`src/rtl/trng_reseed_ctrl.sv`:
```
// trng_reseed_ctrl: schedules CSPRNG reseeds after INTERVAL output blocks; optional BLOCK_CTR/RESEED_CTR readout under TRNG_RESEED_STATS_EN.
// Latency: register reads are combinational; csprng_reseed rises one cycle after entropy_ready is seen in WAIT_ENTROPY.
// Backpressure: the reseed request is held until reseed_ack or TIMEOUT expiry; block_done is never stalled.
module trng_reseed_ctrl #(
    parameter logic [31:0] DEFAULT_INTERVAL = 32'h0010_0000,
    parameter logic [31:0] DEFAULT_TIMEOUT  = 32'h0000_ffff
) (
    input  logic        clk,
    input  logic        reset,
    input  logic        cs,
    input  logic        we,
    input  logic [7:0]  address,
    input  logic [31:0] write_data,
    output logic [31:0] read_data,
    output logic        error,
    input  logic        block_done,
    input  logic        entropy_ready,
    output logic        csprng_reseed,
    input  logic        reseed_ack,
    input  logic        csprng_error,
    output logic        security_error
);
    localparam logic [7:0] ADDR_CTRL       = 8'h08;
    localparam logic [7:0] ADDR_STATUS     = 8'h09;
    localparam logic [7:0] ADDR_INTERVAL   = 8'h10;
    localparam logic [7:0] ADDR_TIMEOUT    = 8'h11;
`ifdef TRNG_RESEED_STATS_EN
    localparam logic [7:0] ADDR_BLOCK_CTR  = 8'h20;
    localparam logic [7:0] ADDR_RESEED_CTR = 8'h21;
`endif

    typedef enum logic [2:0] {
        IDLE         = 3'd0,
        COUNT        = 3'd1,
        WAIT_ENTROPY = 3'd2,
        RESEED       = 3'd3,
        ERROR        = 3'd4
    } state_t;

    state_t      state, state_next;
    logic [2:0]  state_code;
    logic        enable, force_reseed, clear_error;
    logic [31:0] interval, timeout, block_ctr, timeout_ctr;
    logic [31:0] block_ctr_inc, timeout_ctr_inc, interval_eff, block_ctr_next;
    logic        interval_hit, active;
    logic        wr_ctrl, wr_interval, wr_timeout;
    logic [31:0] rd_mux;
    logic        addr_ok, addr_ro;

    assign state_code      = state;
    assign block_ctr_inc   = (block_ctr == 32'hffff_ffff) ? block_ctr : block_ctr + 32'd1;
    assign timeout_ctr_inc = (timeout_ctr == 32'hffff_ffff) ? timeout_ctr : timeout_ctr + 32'd1;
    assign interval_eff    = (interval == 32'd0) ? 32'd1 : interval;
    assign interval_hit    = block_done && (block_ctr_inc >= interval_eff);
    assign active          = (state == COUNT) || (state == WAIT_ENTROPY) || (state == RESEED);

    // Priority inside active states: csprng_error, then loss of enable, then normal progress.
    always_comb begin
        state_next = state;
        case (state)
            IDLE: if (enable) state_next = COUNT;
            COUNT: begin
                if (csprng_error)                      state_next = ERROR;
                else if (!enable)                      state_next = IDLE;
                else if (force_reseed || interval_hit) state_next = WAIT_ENTROPY;
            end
            WAIT_ENTROPY: begin
                if (csprng_error)       state_next = ERROR;
                else if (!enable)       state_next = IDLE;
                else if (entropy_ready) state_next = RESEED;
            end
            RESEED: begin
                if (csprng_error)                state_next = ERROR;
                else if (!enable)                state_next = IDLE;
                else if (reseed_ack)             state_next = COUNT;
                else if (timeout_ctr == timeout) state_next = ERROR;
            end
            ERROR: if (clear_error) state_next = IDLE;
            default: state_next = IDLE;
        endcase
    end

    always_comb begin
        block_ctr_next = block_ctr;
        if (state_next == IDLE)
            block_ctr_next = '0;
        else if (state == COUNT && state_next == WAIT_ENTROPY)
            block_ctr_next = '0;
        else if (block_done && active)
            block_ctr_next = block_ctr_inc;
    end

    assign wr_ctrl     = cs && we && (address == ADDR_CTRL);
    assign wr_interval = cs && we && (address == ADDR_INTERVAL);
    assign wr_timeout  = cs && we && (address == ADDR_TIMEOUT);

    always_ff @(posedge clk or posedge reset) begin
        if (reset) begin
            state          <= IDLE;
            enable         <= 1'b0;
            force_reseed   <= 1'b0;
            clear_error    <= 1'b0;
            csprng_reseed  <= 1'b0;
            security_error <= 1'b0;
            block_ctr      <= '0;
            timeout_ctr    <= '0;
            interval       <= DEFAULT_INTERVAL;
            timeout        <= DEFAULT_TIMEOUT;
        end else begin
            state          <= state_next;
            block_ctr      <= block_ctr_next;
            csprng_reseed  <= (state_next == RESEED);
            security_error <= (state_next == ERROR);
            force_reseed   <= wr_ctrl && write_data[1];
            clear_error    <= wr_ctrl && write_data[2];
            if (state == WAIT_ENTROPY && state_next == RESEED)
                timeout_ctr <= '0;
            else if (state == RESEED)
                timeout_ctr <= timeout_ctr_inc;
            // Leaving ERROR drops enable even if software rewrites CTRL in the same cycle.
            if (state == ERROR && state_next == IDLE)
                enable <= 1'b0;
            else if (wr_ctrl)
                enable <= write_data[0];
            if (wr_interval) interval <= write_data;
            if (wr_timeout)  timeout  <= write_data;
        end
    end

`ifdef TRNG_RESEED_STATS_EN
    logic [31:0] reseed_ctr;
    always_ff @(posedge clk or posedge reset) begin
        if (reset)
            reseed_ctr <= '0;
        else if (state == RESEED && state_next == COUNT && reseed_ctr != 32'hffff_ffff)
            reseed_ctr <= reseed_ctr + 32'd1;
    end
`endif

    always_comb begin
        rd_mux  = '0;
        addr_ok = 1'b1;
        addr_ro = 1'b0;
        case (address)
            ADDR_CTRL:     rd_mux = {29'b0, clear_error, force_reseed, enable};
            ADDR_STATUS: begin
                rd_mux  = {27'b0, security_error, csprng_reseed, state_code};
                addr_ro = 1'b1;
            end
            ADDR_INTERVAL: rd_mux = interval;
            ADDR_TIMEOUT:  rd_mux = timeout;
`ifdef TRNG_RESEED_STATS_EN
            ADDR_BLOCK_CTR: begin
                rd_mux  = block_ctr;
                addr_ro = 1'b1;
            end
            ADDR_RESEED_CTR: begin
                rd_mux  = reseed_ctr;
                addr_ro = 1'b1;
            end
`endif
            default:       addr_ok = 1'b0;
        endcase
    end

    assign error     = cs && (!addr_ok || (we && addr_ro));
    assign read_data = (cs && !we && !error) ? rd_mux : 32'd0;
endmodule

```
`config.mk`:
```
export PLATFORM = sky130hd
export DESIGN_NAME = trng_reseed_ctrl
export DESIGN_NICKNAME = d
export VERILOG_FILES = /design/src/rtl/trng_reseed_ctrl.sv
export SDC_FILE = /design/constraint.sdc
export NUM_CORES = 1
export LEC_CHECK = 0
export BUFFER_PORTS_ARGS = -buffer_cell sky130_fd_sc_hd__buf_4
export CORE_MARGIN = 3
export CORE_UTILIZATION = 50
export DETAILED_ROUTE_END_ITERATION = 8
export GPL_ROUTABILITY_DRIVEN = 0
export HOLD_SLACK_MARGIN = 0.1
export PLACE_DENSITY = 0.69
export SYNTH_ARGS = -nofsm -noshare
export SYNTH_HDL_FRONTEND = slang
export SYNTH_SLANG_ARGS = --single-unit
```
`constraint.sdc`:
```
create_clock -name clk -period 6.6 [get_ports clk]
set_input_delay 0.66 -clock clk [delete_from_list [all_inputs] [get_ports clk]]
set_output_delay 0.66 -clock clk [all_outputs]
set_load 0.1 [all_outputs]
```
==> impl_metrics.env, run 1 <==
export IMPL_synth_fa_ha_area_frac=0.0507
export IMPL_fp_dieW_um=135
export IMPL_crit_start="block_ctr[0]"
export IMPL_power_leakage_nw=4.18
export IMPL_hold_ws_ns=0.330
export IMPL_synth_top_area_cell="dfrtp_1"
export IMPL_drcViolationCount=0
export IMPL_layout_drive_gt1_share=0.230
export IMPL_maxSlewViolCount=0
export IMPL_seq_area_frac_synth=0.409
export IMPL_synth_top_area_share=0.355
export IMPL_synth_simple_area_share=0.208
export IMPL_clock_sinks=136
export IMPL_rows=46
export IMPL_synth_compound_area_frac=0.0491
export IMPL_swShare=0.219
export IMPL_period_needed_ns=5.47
export IMPL_dr_pass1_iters=5
export IMPL_critPathCaptureType="flop"
export IMPL_antenna_found_initial=0
export IMPL_routedWlPerCell_um=18.7
export IMPL_r2r_end="block_ctr[30]"
export IMPL_ys_ff_latch=136
export IMPL_yosysWarnings=0
export IMPL_path_max_fanout=32
export IMPL_p_int_mw=1.58
export IMPL_worstPathRequired_ns=6.88
export IMPL_p_switching_uw=445
export IMPL_synth_area_sq_um=8380
export IMPL_outcome="completed"
export IMPL_ys_types=54
export IMPL_grt_overflow=0
export IMPL_clock_skew_ns=0.0106
export IMPL_powerDensity_nw_per_um2=207
export IMPL_placeableCoreArea_sq_um=16200
export IMPL_fin_setup_tns_ns=0
export IMPL_final_hold_viol_count=0
export IMPL_cp_start_kind="flop"
export IMPL_dp_hpwl_um=15800
export IMPL_avgSynthCellArea_sq_um=9.69
export IMPL_muxShareOfSynthArea=0.125
export IMPL_grt_max_degree=71
export IMPL_clk_pin_slew_ns=0.06
export IMPL_cap_viol_max_count=0
export IMPL_cts_root_buf="clkbuf_16"
export IMPL_drt_iter0_markers=482
export IMPL_dp_slack_ns=1.21
export IMPL_worst_slack_ns=1.13
export IMPL_crit_path_end="block_ctr[30]"
export IMPL_post_route_period_util=0.828
export IMPL_synth_enable_flop_cells=0
export IMPL_setup_viol=0
export IMPL_postCtsSetupBuffers=0
export IMPL_die_area_sq_um=18400
export IMPL_hp_class="primary input to async pin"
export IMPL_cts_path_max_buffers=2
export IMPL_rsz0062_at_grt="no"
export IMPL_p_clk_frac=0.515
export IMPL_power_total_mw=2.03
export IMPL_reg2reg_depth=16
export IMPL_synthXorXnorAreaFrac=0.122
export IMPL_synth_top_family_by_area="simple AND/OR/NAND/NOR gates"
export IMPL_worstReg2RegStart="block_ctr[0]"
export IMPL_grt_pass1_vias=6526
export IMPL_fp_dieH_um=135
export IMPL_vdd_drop_max_uv=188
export IMPL_grt_total_usage=0.245
export IMPL_arrival_ns=5.75
export IMPL_maxClockFrequency_ghz=0.183
export IMPL_htree_levels=4
export IMPL_synthTopCellsByArea="dfrtp_1 (36%), mux2_2 (9.0%), xnor2_1 (7.1%)"
export IMPL_areaGrowthSynthToFinish_pct=17.0
export IMPL_synth_nets=947
export IMPL_antenna_violating_nets_post_route=0
export IMPL_cts_tree="built"
export IMPL_synth_ff_type="dfrtp_1"
export IMPL_io_pins=83
export IMPL_pwr_share_comb=0.059
export IMPL_clock_latency_ns=0.42
export IMPL_cts_resized=0
export IMPL_multi_input_area_sq_um=4660
export IMPL_max_slew_margin=0.341
export IMPL_wl_um=21700
export IMPL_post_route_util=0.606
export IMPL_final_nets=1014
export IMPL_seqPwrFrac=0.426
export IMPL_async_flop_share=1.00
export IMPL_via_count=6670
export IMPL_tightest_slew_ns=0.987
export IMPL_ff_latch_area_sq_um=3420
export IMPL_viasPerCell=5.75
export IMPL_n_antenna_cell=0
export IMPL_syn_instance_count=865
export IMPL_crit_type="flop to flop"
export IMPL_reg2reg_slack_ns=1.13
export IMPL_fill_cells=1390
export IMPL_cts_buffers=17
export IMPL_grt_pass1_wl_um=34900
export IMPL_start_util=0.518
export IMPL_hold_buffers=0
export IMPL_io_buffer_count=82
==> logic make-up (layout without fill, tap and decap cells) <==
| kind of cell | after synthesis | after routing |
|---|---|---|
| and+or+nand+nor | 344 | 344 |
| muxes | 96 | 96 |
| buffers and inverters | 76 | 156 |
| DFF | 136 | 136 |
| xor gates and xnor gates | 117 | 117 |
| adders and majority gates | 34 | 34 |
| AOI/OAI and AO/OA | 62 | 62 |
==> metrics by stage <==
| stage | cell area [sq um] | std cells |
|---|---|---|
| 2_1_floorplan | 8380 | 865 |
| 3_3_place_gp | 9160 | 1129 |
| 3_5_place_dp | 9160 | 1129 |
| 4_1_cts | 9810 | 1161 |
| 5_1_grt | 9810 | 1161 |
| 6_report | 9810 | 1161 |
==> state kept, by name (all words and copies together) (netlist names) <==
| register | count |
|---|---|
| timeout_ctr | 32 |
| timeout | 32 |
| csprng_reseed | 1 |
| security_error | 1 |
| interval | 32 |
| force_reseed | 1 |
| block_ctr | 32 |
| enable | 1 |
| clear_error | 1 |
| state | 3 |
==> cell usage after synthesis, types with 16 or more instances <==
cell type / instances
mux2i_1: 29
and3_1: 18
dfstp_2: 17
nand4_1: 33
xor2_1: 49
ha_1: 34
nand3_1: 31
xnor2_1: 68
nor3_1: 18
nor4_1: 16
nor2_1: 120
mux2_2: 67
clkbuf_1: 28
nand2_1: 52
inv_1: 35
dfrtp_1: 119
a21oi_1: 19
==> cell type report <==
class                           instances  area share
Multi-Input combinational cell        653       0.475
Sequential cell                       136       0.349
Timing Repair Buffer                   89      0.0681
Clock buffer                           21      0.0459
Tap cell                              216      0.0276
Clock inverter                         11      0.0202
Inverter                               35      0.0139
==> metal layers <==
layer / track usage / wire [um]
met1: 0.350 / 10100
met3: 0.0464 / 1430
met5: 0 / 0
met2: 0.372 / 9620
met4: 0.0969 / 618
==> cells in the final DEF, fill, tap and decap left out, types with 3 or more instances in the layout <==
master     instances
a211oi_1           6
a21oi_1           19
a221oi_1           3
a22oi_1            5
and2_1             6
and3_1            18
and4_1            11
buf_4             89
bufinv_16          5
clkbuf_1           3
clkbuf_16         17
clkinv_4           3
dfrtp_1          119
dfstp_2           17
ha_1              34
inv_1             34
mux2_2            67
mux2i_1           29
nand2_1           52
nand2b_1           5
nand3_1           30
nand3b_1           5
nand4_1           33
nor2_1           120
nor3_1            18
nor3b_1            3
nor4_1            16
o21ai_0            9
or2_2              5
or3_1              5
or4_1              4
xnor2_1           68
xor2_1            49
==> worst max-delay path, cell delays in order (launching register included) <==
cell      delay, ns
dfrtp_1        0.42
ha_1           0.30
and4_1         0.24
nand4_1        0.11
or4_1          0.74
nand2b_1       0.56
nor2_1         0.13
xor2_1         0.17
ha_1           0.31
nand3_1        0.10
or4_1          0.52
or4_1          0.59
a31oi_1        0.25
nor3_1         0.13
nor4_4         0.27
buf_4          0.36
nor2_1         0.11
==> power by group through the flow <==
stage / clock [mW] / combinational (mW) / sequential (mW)
finish: 1.04 / 0.120 / 0.864
global route: 1.10 / 0.134 / 0.865
CTS: 1.06 / 0.122 / 0.864
detailed placement: 0 / 0.121 / 0.878
global placement: 0 / 0.119 / 0.878
floorplan: 0 / 0.0716 / 0.873
==> how the worst min path moves through the flow <==
stage / cells past startpoint / to / slack, ns / from
final: 2 / block_ctr[27] / 0.33 / reset
after global routing: 2 / block_ctr[20] / 0.38 / reset
after CTS: 2 / block_ctr[27] / 0.35 / reset
after detailed placement: 1 / enable / 0.51 / clear_error
after global placement: 1 / enable / 0.51 / clear_error
after floorplan: 1 / enable / 0.45 / clear_error
No activity file was read; power rests on OpenSTA's default activity.
==> run 2, diff against run 1 <==
==> constraint.sdc (replaced) <==
create_clock -name clk -period 5.3 [get_ports clk]
set_input_delay 0.53 -clock clk [delete_from_list [all_inputs] [get_ports clk]]
set_output_delay 0.53 -clock clk [all_outputs]
set_load 0.1 [all_outputs]
==> impl_metrics.env, run 2 (synthesis gave the netlist of run 1 again) <==
export IMPL_io_buffer_count=82
export IMPL_antenna_found_initial=0
export IMPL_arrival_ns=5.25
export IMPL_ff_latch_area_sq_um=3420
export IMPL_cap_viol_max_count=0
export IMPL_setup_viol=0
export IMPL_drcViolationCount=0
export IMPL_cts_path_max_buffers=2
export IMPL_fp_dieH_um=135
export IMPL_powerDensity_nw_per_um2=244
export IMPL_placedCellCount=1131
export IMPL_rsz0062_at_grt="no"
export IMPL_n_antenna_cell=0
export IMPL_viasPerCell=5.67
export IMPL_final_cell_mix="nor2_1 (120), dfrtp_1 (119), buf_4 (91)"
export IMPL_reg2reg_depth=17
export IMPL_via_count=6596
export IMPL_postCtsSetupBuffers=0
export IMPL_cts_resized=0
export IMPL_final_common_cell="nor2_1"
export IMPL_layout_drive_gt1_share=0.232
export IMPL_cts_buffers=17
export IMPL_post_route_period_util=0.936
export IMPL_maxSlewViolCount=0
export IMPL_grt_total_usage=0.246
export IMPL_cts_tree="built"
export IMPL_dp_hpwl_um=15500
export IMPL_worstPathRequired_ns=5.60
export IMPL_cts_root_buf="clkbuf_16"
export IMPL_maxClockFrequency_ghz=0.202
export IMPL_routedWlPerCell_um=18.4
export IMPL_die_area_sq_um=18400
export IMPL_io_pins=83
export IMPL_wl_um=21400
export IMPL_areaGrowthSynthToFinish_pct=16.3
export IMPL_worstReg2RegStart="block_ctr[0]"
export IMPL_power_leakage_nw=4.15
export IMPL_drt_iter0_markers=688
export IMPL_grt_overflow=0
export IMPL_crit_type="flop to flop"
export IMPL_outcome="completed"
export IMPL_cp_start_kind="flop"
export IMPL_period_needed_ns=4.96
export IMPL_start_util=0.518
export IMPL_critPathCaptureType="flop"
export IMPL_grt_pass1_wl_um=35000
export IMPL_fill_cells=1395
export IMPL_dr_pass1_iters=5
export IMPL_hp_class="primary input to async pin"
export IMPL_path_max_fanout=32
export IMPL_max_slew_margin=0.342
export IMPL_clk_pin_slew_ns=0.06
export IMPL_final_nets=1016
export IMPL_clock_latency_ns=0.42
export IMPL_clock_skew_ns=0.00599
export IMPL_multi_input_area_sq_um=4660
export IMPL_post_route_util=0.603
export IMPL_htree_levels=4
export IMPL_vdd_drop_max_uv=240
export IMPL_fp_dieW_um=135
export IMPL_clock_sinks=136
export IMPL_placeableCoreArea_sq_um=16200
export IMPL_hold_buffers=0
export IMPL_r2r_end="block_ctr[1]"
export IMPL_rows=46
export IMPL_grt_max_degree=89
export IMPL_final_hold_viol_count=0
export IMPL_tightest_slew_ns=0.986
export IMPL_fin_setup_tns_ns=0
export IMPL_grt_pass1_vias=6422
export IMPL_reg2reg_slack_ns=0.34
export IMPL_antenna_violating_nets_post_route=0
export IMPL_finalNonFillerCells=1163
-- run 2: changes by cell type in the layout (fill, tap and decap cells not counted) --
| cell | previous run | this run |
|---|---|---|
| clkbuf_8 | 1 | 4 |
| buf_4 | 89 | 91 |
| clkinvlp_4 | 1 | 4 |
| bufinv_16 | 5 | 1 |
| clkinv_4 | 3 | 2 |
| clkbuf_1 | 3 | 2 |
-- run 2: through the flow --
step / setup slack, ns / hold WS, ns / total power, mW / cell area, sq um
5_1_grt: 0.0661 / 0.330 / 2.45 / 9750
2_1_floorplan: 0.665 / 0.453 / 1.18 / 8380
3_3_place_gp: 0.497 / 0.491 / 1.24 / 9170
3_5_place_dp: 0.390 / 0.501 / 1.24 / 9170
4_1_cts: 0.374 / 0.292 / 2.39 / 9750
6_report: 0.342 / 0.260 / 2.38 / 9750
-- run 2: layout make-up --
cell class | count | share of cell area
inverter | 35 | 0.0140
multi-input combinational | 653 | 0.478
sequential | 136 | 0.351
clock inverter | 9 | 0.00937
clock buffer | 23 | 0.0500
timing repair buffer | 91 | 0.0701
tap | 216 | 0.0277
-- run 2: per-layer routing --
layer	vias up	wire length (um)	track usage	part of all wire
li1	3159	-	-	-
met1	3184	10000	0.369	0.47
met2	232	9670	0.369	0.45
met3	21	1460	0.0457	0.068
met4	0	272	0.0622	0.013
met5	-	0	0	0
-- run 2: worst max-delay path by stage --
stage | cells after the start | from | end | slack, ns
after floorplan | 18 | block_ctr[0] | block_ctr[19] | 0.67
after global placement | 15 | block_ctr[0] | block_ctr[28] | 0.50
after detailed placement | 15 | block_ctr[0] | block_ctr[1] | 0.39
after CTS | 15 | block_ctr[0] | block_ctr[1] | 0.37
after global routing | 17 | block_ctr[0] | block_ctr[28] | 0.07
final | 17 | block_ctr[0] | block_ctr[1] | 0.34
-- run 2: power by group --
part	internal (mW)	total (mW)	switching, mW	leakage [nW]
registers	1.06	1.08	0.0191	1.66
clock network	0.697	1.15	0.455	0.272
logic	0.0659	0.149	0.0834	2.21
total	1.82	2.38	0.557	4.15
-- run 2: critical path, cell delays in order, from the launching register on --
cell and delay, ns:
dfrtp_1 0.43, ha_1 0.30, and4_1 0.24, nand4_1 0.13, or4_1 0.56, buf_4 0.20, nor2b_1 0.23, and3_1 0.23
xor2_1 0.14, ha_1 0.30, and4_2 0.25, o211ai_1 0.09, or4_2 0.60, a31oi_1 0.24, nor3_1 0.12, nor4_4 0.27
buf_4 0.37, nor3_1 0.10
==> run 3, diff against run 2 <==
--- a/config.mk
+++ b/config.mk
@@ -12,6 +12,7 @@
 export GPL_ROUTABILITY_DRIVEN = 0
 export HOLD_SLACK_MARGIN = 0.1
 export PLACE_DENSITY = 0.69
+export SETUP_SLACK_MARGIN = 0.5
 export SYNTH_ARGS = -nofsm -noshare
 export SYNTH_HDL_FRONTEND = slang
 export SYNTH_SLANG_ARGS = --single-unit
==> impl_metrics.env, run 3 (synthesis gave the netlist of run 1 again) <==
export IMPL_critPathCaptureType="flop"
export IMPL_maxSlewViolCount=0
export IMPL_grt_pass1_vias=6419
export IMPL_cts_tree="built"
export IMPL_grt_total_usage=0.246
export IMPL_worst_slack_ns=0.662
export IMPL_rows=46
export IMPL_dp_slack_ns=0.390
export IMPL_gr_usage_met1=0.369
export IMPL_final_hold_viol_count=0
export IMPL_fp_dieH_um=135
export IMPL_wl_um=21700
export IMPL_clock_sinks=136
export IMPL_start_util=0.518
export IMPL_cts_buffers=17
export IMPL_fp_dieW_um=135
export IMPL_fill_cells=1381
export IMPL_grt_overflow=0
export IMPL_final_cell_mix="nor2_1 (120), dfrtp_1 (117), buf_4 (94)"
export IMPL_io_buffer_count=82
export IMPL_path_max_fanout=16
export IMPL_slowest_stage="or4_1"
export IMPL_setup_viol=0
export IMPL_reg2reg_slack_ns=0.66
export IMPL_antenna_violating_nets_post_route=0
export IMPL_power_total_mw=2.38
export IMPL_grt_use_met2=0.370
export IMPL_path_buf_inv=2
export IMPL_tightest_slew_ns=0.990
export IMPL_path_delay_family="simple AND/OR/NAND/NOR gates"
export IMPL_drt_iter0_markers=628
export IMPL_worstReg2RegStart="block_ctr[0]"
export IMPL_dp_hpwl_um=15500
export IMPL_placeableCoreArea_sq_um=16200
export IMPL_clk_pin_slew_ns=0.06
export IMPL_n_antenna_cell=0
export IMPL_timing_critical_path_mode_cell="or4_1"
export IMPL_htree_levels=4
export IMPL_period_needed_ns=4.64
export IMPL_cap_viol_max_count=0
export IMPL_power_leakage_nw=4.19
export IMPL_met3_usage=0.0457
export IMPL_via_count=6648
export IMPL_r2r_end="block_ctr[7]"
export IMPL_io_pins=83
export IMPL_clock_skew_ns=0.00610
export IMPL_clock_latency_ns=0.42
export IMPL_grt_busiest_layer="met2"
export IMPL_layout_drive_gt1_share=0.246
export IMPL_worstPathRequired_ns=5.61
export IMPL_cts_path_max_buffers=2
export IMPL_crit_type="flop to flop"
export IMPL_rsz0062_at_grt="no"
export IMPL_arrival_ns=4.95
export IMPL_areaGrowthSynthToFinish_pct=17.6
export IMPL_final_common_cell="nor2_1"
export IMPL_vdd_drop_max_uv=240
export IMPL_fin_setup_tns_ns=0
export IMPL_multi_input_area_sq_um=4690
export IMPL_grt_pass1_wl_um=35000
export IMPL_cp_start_kind="flop"
export IMPL_placedCellCount=1131
export IMPL_max_slew_margin=0.339
export IMPL_powerDensity_nw_per_um2=242
export IMPL_dr_pass1_iters=5
export IMPL_grt_max_degree=89
export IMPL_cts_root_buf="clkbuf_16"
export IMPL_maxClockFrequency_ghz=0.216
export IMPL_slowest_delay_ns=0.58
export IMPL_die_area_sq_um=18400
export IMPL_routedWlPerCell_um=18.6
export IMPL_post_route_period_util=0.875
export IMPL_drcViolationCount=0
export IMPL_final_nets=1021
export IMPL_reg2reg_depth=16
export IMPL_hp_class="primary input to async pin"
export IMPL_viasPerCell=5.69
export IMPL_antenna_found_initial=0
export IMPL_ff_latch_area_sq_um=3430
export IMPL_crit_chain="ha_4 -> and4_1 -> nand4_1 -> or4_1 -> or2_2 -> mux2_2 -> ha_1 -> nand3_1 -> or4_1 -> or4_1 -> a31oi_2 -> nor3_1 -> nor4_4 -> buf_4 -> clkbuf_16 -> nor2_1"
export IMPL_finalNonFillerCells=1168
export IMPL_outcome="completed"
-- run 3: changes by cell type in the layout (fill, tap and decap cells not counted), moves of 2 or more --
cell	change
buf_4	+3
and4_1	-2
and4_2	+2
dfrtp_1	-2
dfrtp_2	+2
-- run 3: layout make-up --
| cell class | instances | share of cell area |
|---|---|---|
| clock buffer | 23 | 0.0495 |
| tap | 216 | 0.0274 |
| clock inverter | 9 | 0.00927 |
| inverter | 35 | 0.0138 |
| multi-input combinational | 653 | 0.476 |
| timing repair buffer | 96 | 0.0762 |
| sequential | 136 | 0.348 |
-- run 3: how the worst max path moves through the flow --
stage                       startpoint             to  slack, ns  cells past startpoint
final                     block_ctr[0]   block_ctr[7]       0.66                     16
after global routing      block_ctr[0]  block_ctr[14]       0.45                     16
after CTS                 block_ctr[0]   block_ctr[1]       0.54                     15
after detailed placement  block_ctr[0]   block_ctr[1]       0.39                     15
after global placement    block_ctr[0]  block_ctr[28]       0.50                     15
after floorplan           block_ctr[0]  block_ctr[19]       0.67                     18
-- run 3: power by group --
part	total, mW	internal (mW)	leakage (nW)	switching, mW
Sequential	1.08	1.06	1.66	0.0192
Clock	1.15	0.697	0.272	0.455
Combinational	0.155	0.0700	2.25	0.0847
Total	2.38	1.82	4.19	0.559
-- run 3: repair_timing --
item                                    CTS  global route
gates resized for setup                   4             9
endpoints found under the setup margin   32            32
gates cloned                              0             1
buffers inserted                          0             4
pin swaps                                 0             1
hold buffers                              0             0
-- run 3: per-layer routing --
| layer | part of all wire | wire length [um] |
|---|---|---|
| met5 | 0 | 0 |
| met4 | 0.014 | 310 |
| met3 | 0.057 | 1240 |
| met2 | 0.45 | 9730 |
| met1 | 0.48 | 10400 |
-- run 3: metrics by stage --
| step | hold WS, ns | area (sq um) | utilization |
|---|---|---|---|
| global route | 0.330 | 9860 | 0.609 |
| finish | 0.260 | 9860 | 0.609 |
| global placement | 0.491 | 9170 | 0.567 |
| floorplan | 0.453 | 8380 | - |
| detailed placement | 0.501 | 9170 | 0.567 |
| CTS | 0.292 | 9770 | 0.604 |
